$ cat config.mk
export PLATFORM = sky130hd
export DESIGN_NAME = wb_arbiter
export DESIGN_NICKNAME = d
export VERILOG_FILES = /design/src/rtl/wb_arbiter_pkg.sv /design/src/rtl/wb_fifo.sv /design/src/rtl/wb_arbiter.sv
export SDC_FILE = /design/constraint.sdc
export NUM_CORES = 1
export LEC_CHECK = 0
export BUFFER_PORTS_ARGS = -buffer_cell sky130_fd_sc_hd__buf_2
export CORE_AREA = 2 2 143 103
export CTS_CLUSTER_DIAMETER = 80
export DETAILED_ROUTE_END_ITERATION = 8
export DIE_AREA = 0 0 145 105
export PLACE_DENSITY = 0.72
export SETUP_SLACK_MARGIN = 0.1
export SLEW_MARGIN = 5
export SYNTH_ARGS = -nofsm -noshare
export SYNTH_HDL_FRONTEND = slang
export SYNTH_SLANG_ARGS = --single-unit
$ cat constraint.sdc
create_clock -name clk -period 2.75 [get_ports clk]
set_input_delay 0.55 -clock clk [delete_from_list [all_inputs] [get_ports clk]]
set_output_delay 0.55 -clock clk [all_outputs]
set_load 0.02 [all_outputs]
$ cat src/rtl/wb_arbiter_pkg.sv
// Shared types and default constants for the register-file writeback arbiter.
// A queued slow-path result is a {destination, data} pair.
package wb_arbiter_pkg;

    localparam int WB_WIDTH        = 32;
    localparam int WB_DEPTH        = 32;
    localparam int WB_AW           = $clog2(WB_DEPTH);
    localparam int WB_QDEPTH       = 2;
    localparam int WB_STARVE_LIMIT = 4;

    localparam logic [WB_AW-1:0] REG_ZERO = '0;

    typedef struct packed {
        logic [WB_AW-1:0]    rd;
        logic [WB_WIDTH-1:0] wd;
    } wb_entry_t;

endpackage

$ cat src/rtl/wb_fifo.sv
// Small synchronous FIFO of slow-path writeback entries.
// Pointers carry one extra bit so that full and empty are distinct.
module wb_fifo
    import wb_arbiter_pkg::*;
#(
    parameter int QDEPTH = WB_QDEPTH
) (
    input  logic      clk,
    input  logic      rst,
    input  logic      i_push,
    input  wb_entry_t i_data,
    input  logic      i_pop,
    output wb_entry_t o_head,
    output logic      o_full,
    output logic      o_empty
);

    localparam int PW = $clog2(QDEPTH);

    logic [PW:0] r_wr_ptr;
    logic [PW:0] r_rd_ptr;
    wb_entry_t   r_mem [QDEPTH];
    logic        w_do_push;
    logic        w_do_pop;

    assign o_empty   = (r_wr_ptr == r_rd_ptr);
    assign o_full    = (r_wr_ptr[PW-1:0] == r_rd_ptr[PW-1:0]) && (r_wr_ptr[PW] != r_rd_ptr[PW]);
    assign w_do_push = i_push && !o_full;
    assign w_do_pop  = i_pop && !o_empty;
    assign o_head    = r_mem[r_rd_ptr[PW-1:0]];

    always_ff @(posedge clk or posedge rst) begin
        if (rst) begin
            r_wr_ptr <= '0;
            r_rd_ptr <= '0;
        end else begin
            if (w_do_push) r_wr_ptr <= r_wr_ptr + (PW+1)'(1);
            if (w_do_pop)  r_rd_ptr <= r_rd_ptr + (PW+1)'(1);
        end
    end

    // Storage needs no reset: occupancy alone decides what is valid.
    always_ff @(posedge clk) begin
        if (w_do_push) r_mem[r_wr_ptr[PW-1:0]] <= i_data;
    end

endmodule

$ cat src/rtl/wb_arbiter.sv
// Merges the ALU and slow writeback paths onto the single register-file write port,
// and tracks pending slow destinations for decode RAW checks.
module wb_arbiter
    import wb_arbiter_pkg::*;
#(
    parameter int WIDTH        = WB_WIDTH,
    parameter int DEPTH        = WB_DEPTH,
    parameter int QDEPTH       = WB_QDEPTH,
    parameter int STARVE_LIMIT = WB_STARVE_LIMIT,
    localparam int AW          = $clog2(DEPTH)
) (
    input  logic             clk,
    input  logic             rst,
    input  logic             alu_valid,
    input  logic [AW-1:0]    alu_rd,
    input  logic [WIDTH-1:0] alu_wd,
    output logic             alu_stall,
    input  logic             slow_valid,
    output logic             slow_ready,
    input  logic [AW-1:0]    slow_rd,
    input  logic [WIDTH-1:0] slow_wd,
    input  logic             iss_valid,
    input  logic             iss_slow,
    input  logic [AW-1:0]    iss_rd,
    input  logic [AW-1:0]    q_rs1,
    input  logic [AW-1:0]    q_rs2,
    output logic             rs1_busy,
    output logic             rs2_busy,
    output logic             rf_we,
    output logic [AW-1:0]    rf_rd,
    output logic [WIDTH-1:0] rf_wd
);

    localparam int CW = $clog2(STARVE_LIMIT + 1);

    wb_entry_t        w_slow_in;
    wb_entry_t        w_head;
    logic             w_full;
    logic             w_empty;
    logic             w_push;
    logic             w_pop;
    logic             w_alu_wr;
    logic [CW-1:0]    w_cnt_nxt;
    logic [DEPTH-1:0] w_pend_nxt;

    logic [CW-1:0]    r_cnt;
    logic             r_alu_stall;
    logic [DEPTH-1:0] r_pending;
    logic             r_rf_we;
    logic [AW-1:0]    r_rf_rd;
    logic [WIDTH-1:0] r_rf_wd;

    assign w_slow_in = '{rd: slow_rd, wd: slow_wd};
    assign w_push    = slow_valid && !w_full;
    assign w_alu_wr  = alu_valid && !r_alu_stall && (alu_rd != REG_ZERO);
    assign w_pop     = !w_alu_wr && !w_empty;

    wb_fifo #(.QDEPTH(QDEPTH)) u_fifo (
        .clk     (clk),
        .rst     (rst),
        .i_push  (w_push),
        .i_data  (w_slow_in),
        .i_pop   (w_pop),
        .o_head  (w_head),
        .o_full  (w_full),
        .o_empty (w_empty)
    );

    // Counts cycles a queued entry loses to the ALU; any pop resets it.
    always_comb begin
        w_cnt_nxt = r_cnt;
        if (w_empty || w_pop) w_cnt_nxt = '0;
        else if (w_alu_wr)    w_cnt_nxt = r_cnt + CW'(1);
    end

    // A newer slow issue to the same rd outranks the retiring older one.
    always_comb begin
        w_pend_nxt = r_pending;
        if (w_pop && (w_head.rd != REG_ZERO)) w_pend_nxt[w_head.rd] = 1'b0;
        if (iss_valid && iss_slow && (iss_rd != REG_ZERO)) w_pend_nxt[iss_rd] = 1'b1;
        w_pend_nxt[0] = 1'b0;
    end

    always_ff @(posedge clk or posedge rst) begin
        if (rst) begin
            r_cnt       <= '0;
            r_alu_stall <= 1'b0;
            r_pending   <= '0;
            r_rf_we     <= 1'b0;
            r_rf_rd     <= '0;
            r_rf_wd     <= '0;
        end else begin
            r_cnt       <= w_cnt_nxt;
            r_alu_stall <= (w_cnt_nxt == CW'(STARVE_LIMIT));
            r_pending   <= w_pend_nxt;
            if (w_alu_wr) begin
                r_rf_we <= 1'b1;
                r_rf_rd <= alu_rd;
                r_rf_wd <= alu_wd;
            end else if (w_pop) begin
                r_rf_we <= (w_head.rd != REG_ZERO);
                r_rf_rd <= w_head.rd;
                r_rf_wd <= w_head.wd;
            end else begin
                r_rf_we <= 1'b0;
            end
        end
    end

    assign alu_stall  = r_alu_stall;
    assign slow_ready = !w_full;
    assign rs1_busy   = r_pending[q_rs1];
    assign rs2_busy   = r_pending[q_rs2];
    assign rf_we      = r_rf_we;
    assign rf_rd      = r_rf_rd;
    assign rf_wd      = r_rf_wd;

endmodule

==> results.py <==
metrics = {
    "status": {
        "status": "completed",
    },
    "clock_network": {
        "path_clk_slew_ns": 0.07,
        "cts.sinks": 151,
        "clk_latency_ns": 0.42,
        "post_cts_resized": 0,
        "post_cts_buffers": 0,
        "cts_hold_buf": 0,
        "tritoncts": "yes",
        "htree_levels": 4,
        "cts_buffer_depth": 2,
        "clk_root_buffer_cell": "clkbuf_16",
        "numCtsBuffers": 17,
    },
    "timing": {
        "rsz0062_at_grt": "false",
        "tightest_slew_ns": 0.978,
        "final.setup.tns_ns": 0,
        "timing.fmax_ghz": 0.417,
        "min_period_ns": 2.40,
        "hold_viol_final": 0,
        "fin_worst_skew_ns": 0.0144,
        "finalSetupViolCount": 0,
        "slew_violations": 0,
        "timing.final.crit_share_pct": 87.1,
        "max_slew_margin_pct": 34.8,
    },
    "worst_setup_path": {
        "critPathRequiredTime_ns": 2.20,
        "worst_path_max_delay_cell": "mux4_2",
        "endpoint_kind": "output pin",
        "worstPathArrival_ns": 1.85,
        "critPathLaunchType": "flop",
        "cpPeakStageDelay_ns": 0.47,
        "crit_chain": "mux4_2, nand2b_1, o2111ai_1, nand4_1, buf_2",
        "rr_worst_depth": 3,
        "cp_max_fo": 3,
        "crit_type": "flop to output pin",
    },
    "grt": {
        "grt_pass1_vias": 5267,
        "grt_max_degree": 67,
        "groute.usage.overall_pct": 22.1,
        "antenna_found_initial": 0,
        "grt.overflow.total": 0,
        "grt_pass1_wl_mm": 26.6,
    },
    "route": {
        "firstDrtPassIters": 5,
        "num_vias": 5267,
        "drtAntennaViolNets": 0,
        "wl_per_cell_um": 18.4,
        "dr.first_iter.drc_count": 417,
        "vias_per_cell": 5.83,
        "drc_errors": 0,
        "routed_wl_mm": 16.6,
    },
    "cells_and_area": {
        "antenna_cells": 0,
        "layout-drive-gt1-share_pct": 27.3,
        "fill_cells": 1110,
        "nNetsFinal": 797,
        "syn2layout_area_growth_pct": 21.4,
    },
    "synth": {
        "synth_ff_type": "dfrtp_1",
        "avgSynthCellArea_um2": 11.9,
        "synth_cell_types": 44,
        "synth_area_um2": 6840,
        "synth-edff-count": 74,
        "syn-instance-count": 577,
        "synth.net_count": 673,
        "postSynth.asyncResetShare_pct": 51.0,
        "synth_seq_cells": 151,
        "yosysSeqAreaShare_pct": 60.6,
        "ys_warn_count": 0,
    },
    "floorplanning": {
        "initial_core_util_pct": 49.8,
        "fp.dieW_um": 145,
        "io_pins": 137,
        "row_count": 36,
        "core_um2": 13700,
        "die_y_um": 105,
        "dieArea_um2": 15200,
    },
    "placed_design": {
        "place_congestion": 0.980,
        "port_buffers": 136,
        "dp.final_hpwl_mm": 11.5,
    },
    "power_and_ir_drop": {
        "vdd_drop_max_mv": 0.694,
        "cellPowerDensity_nw_per_um2": 1220,
        "total_power_mw": 10.1,
        "power.leakage_nw": 3.36,
    },
    "min_path": {
        "hp-class": "primary input to asynchronous set/reset pin",
    },
    "run": {
        "cap_violations": 0,
    },
}
==> where the power goes <==
group	switching, mW	internal (mW)	total, mW
Combinational	2.48	1.39	3.87
Clock	0.969	1.39	2.36
Sequential	0.556	3.34	3.90
==> registers in the layout, summed over array words and instances (netlist names) <==
name and count:
u_fifo.r_mem 74, rf_wd 32, r_pending 31, rf_rd 5, r_cnt 3, u_fifo.r_rd_ptr 2
u_fifo.r_wr_ptr 2, alu_stall 1, rf_we 1
==> metal layers <==
| metal | up-vias | track usage [%] | wire [µm] |
|---|---|---|---|
| met5 | - | 0 | 0 |
| met1 | 2522 | 29.8 | 7410 |
| met2 | 251 | 34.3 | 7530 |
| met4 | 0 | 7.57 | 311 |
| met3 | 34 | 6.64 | 1380 |
| li1 | 2460 | - | - |
==> metrics by stage <==
stage / utilization (%) / area [µm²] / hold WS (ns) / std cells / setup WS, ns
after floorplan: - / 6840 / 0.423 / 577 / 0.233
after global placement: 56.1 / 7700 / 0.436 / 872 / 0.410
after detailed placement: 56.1 / 7700 / 0.463 / 872 / 0.322
after CTS: 60.4 / 8300 / 0.217 / 904 / 0.356
after global routing: 60.4 / 8300 / 0.242 / 904 / 0.279
final: 60.4 / 8300 / 0.199 / 904 / 0.354
==> synth_stat cells, types with 5 or more instances <==
| cell | instances | area [µm²] |
|---|---|---|
| mux4_2 | 6 | 135 |
| nand2_1 | 50 | 188 |
| dfrtp_1 | 77 | 1930 |
| a211oi_1 | 37 | 278 |
| o31ai_1 | 36 | 270 |
| clkbuf_1 | 25 | 93.8 |
| buf_2 | 10 | 50.1 |
| edfxtp_1 | 74 | 2220 |
| mux2i_1 | 16 | 160 |
| nand3_1 | 5 | 25.0 |
| buf_6 | 5 | 56.3 |
| o21ai_0 | 36 | 180 |
| nor2_1 | 48 | 180 |
| nor2b_1 | 41 | 257 |
| inv_1 | 6 | 22.5 |
| o41ai_1 | 29 | 254 |
| nand2b_1 | 8 | 50.1 |
| a21oi_1 | 5 | 25.0 |
==> final cells by class <==
cell class | instances | area [µm²] | area share (%)
tap | 190 | 238 | 2.86
timing repair buffer | 147 | 801 | 9.64
clock inverter | 14 | 164 | 1.97
inverter | 6 | 23.8 | 0.286
sequential | 151 | 4150 | 50.0
clock buffer | 18 | 439 | 5.29
multi-input combinational | 378 | 2490 | 30.0
==> cells by family after synthesis <==
group                      synth area share [%]
xor gates and xnor gates                  0.896
DFF                                        60.6
and+or+nand+nor                            13.3
buffers and inverters                      3.37
adders and majority gates                 0.183
muxes                                      4.48
AOI/OAI and AO/OA                          17.2
==> worst max-delay path, delay by kind of cell, from the launching register on <==
family / cells / cell delay, ns
AO/OA/AOI/OAI: 1 / 0.12
buffers and inverters: 1 / 0.18
multiplexers: 1 / 0.47
AND/OR/NAND/NOR: 2 / 0.27
flip-flops: 1 / 0.40
==> layout by cell type (no fill, tap or decap), types with 3 or more instances in the layout <==
cell,n
a22oi_1,4
nand2b_1,7
buf_2,136
a211oi_1,37
inv_1,5
o21ai_0,36
mux2i_1,16
nand3_1,5
a31oi_1,3
a21oi_1,5
nor3b_1,3
mux4_2,6
o2111ai_1,4
o211ai_1,4
o31ai_1,36
xor2_1,3
nor2_1,47
clkinvlp_4,3
nand4_1,3
nor2b_1,40
and3b_1,4
buf_4,8
nand2_1,50
o41ai_1,29
edfxtp_1,74
clkbuf_16,17
and3_1,3
o21ai_1,3
dfrtp_1,76
nand3b_1,4
inv_6,6
xnor2_1,4
buf_12,3
==> path summary, 6_finish.rpt <==
path,to,slack (ns),startpoint
setup / recovery,rs1_busy,0.35,r_pending[23]$_DFF_PP0_
hold / removal,rf_wd[25]$_DFFE_PP0P_,0.20,rst
setup reg to reg,u_fifo.r_mem[1][21]$_DFFE_PP_,0.55,u_fifo.r_rd_ptr[0]$_DFFE_PP0P_
hold reg to reg,r_cnt[0]$_DFF_PP0_,0.48,r_cnt[0]$_DFF_PP0_
max in group asynchronous,rf_wd[1]$_DFFE_PP0P_,1.88,rst
min in group clk,u_fifo.r_mem[0][10]$_DFFE_PP_,0.32,slow_wd[10]
Note: power is estimated with default switching activity, not from simulation.
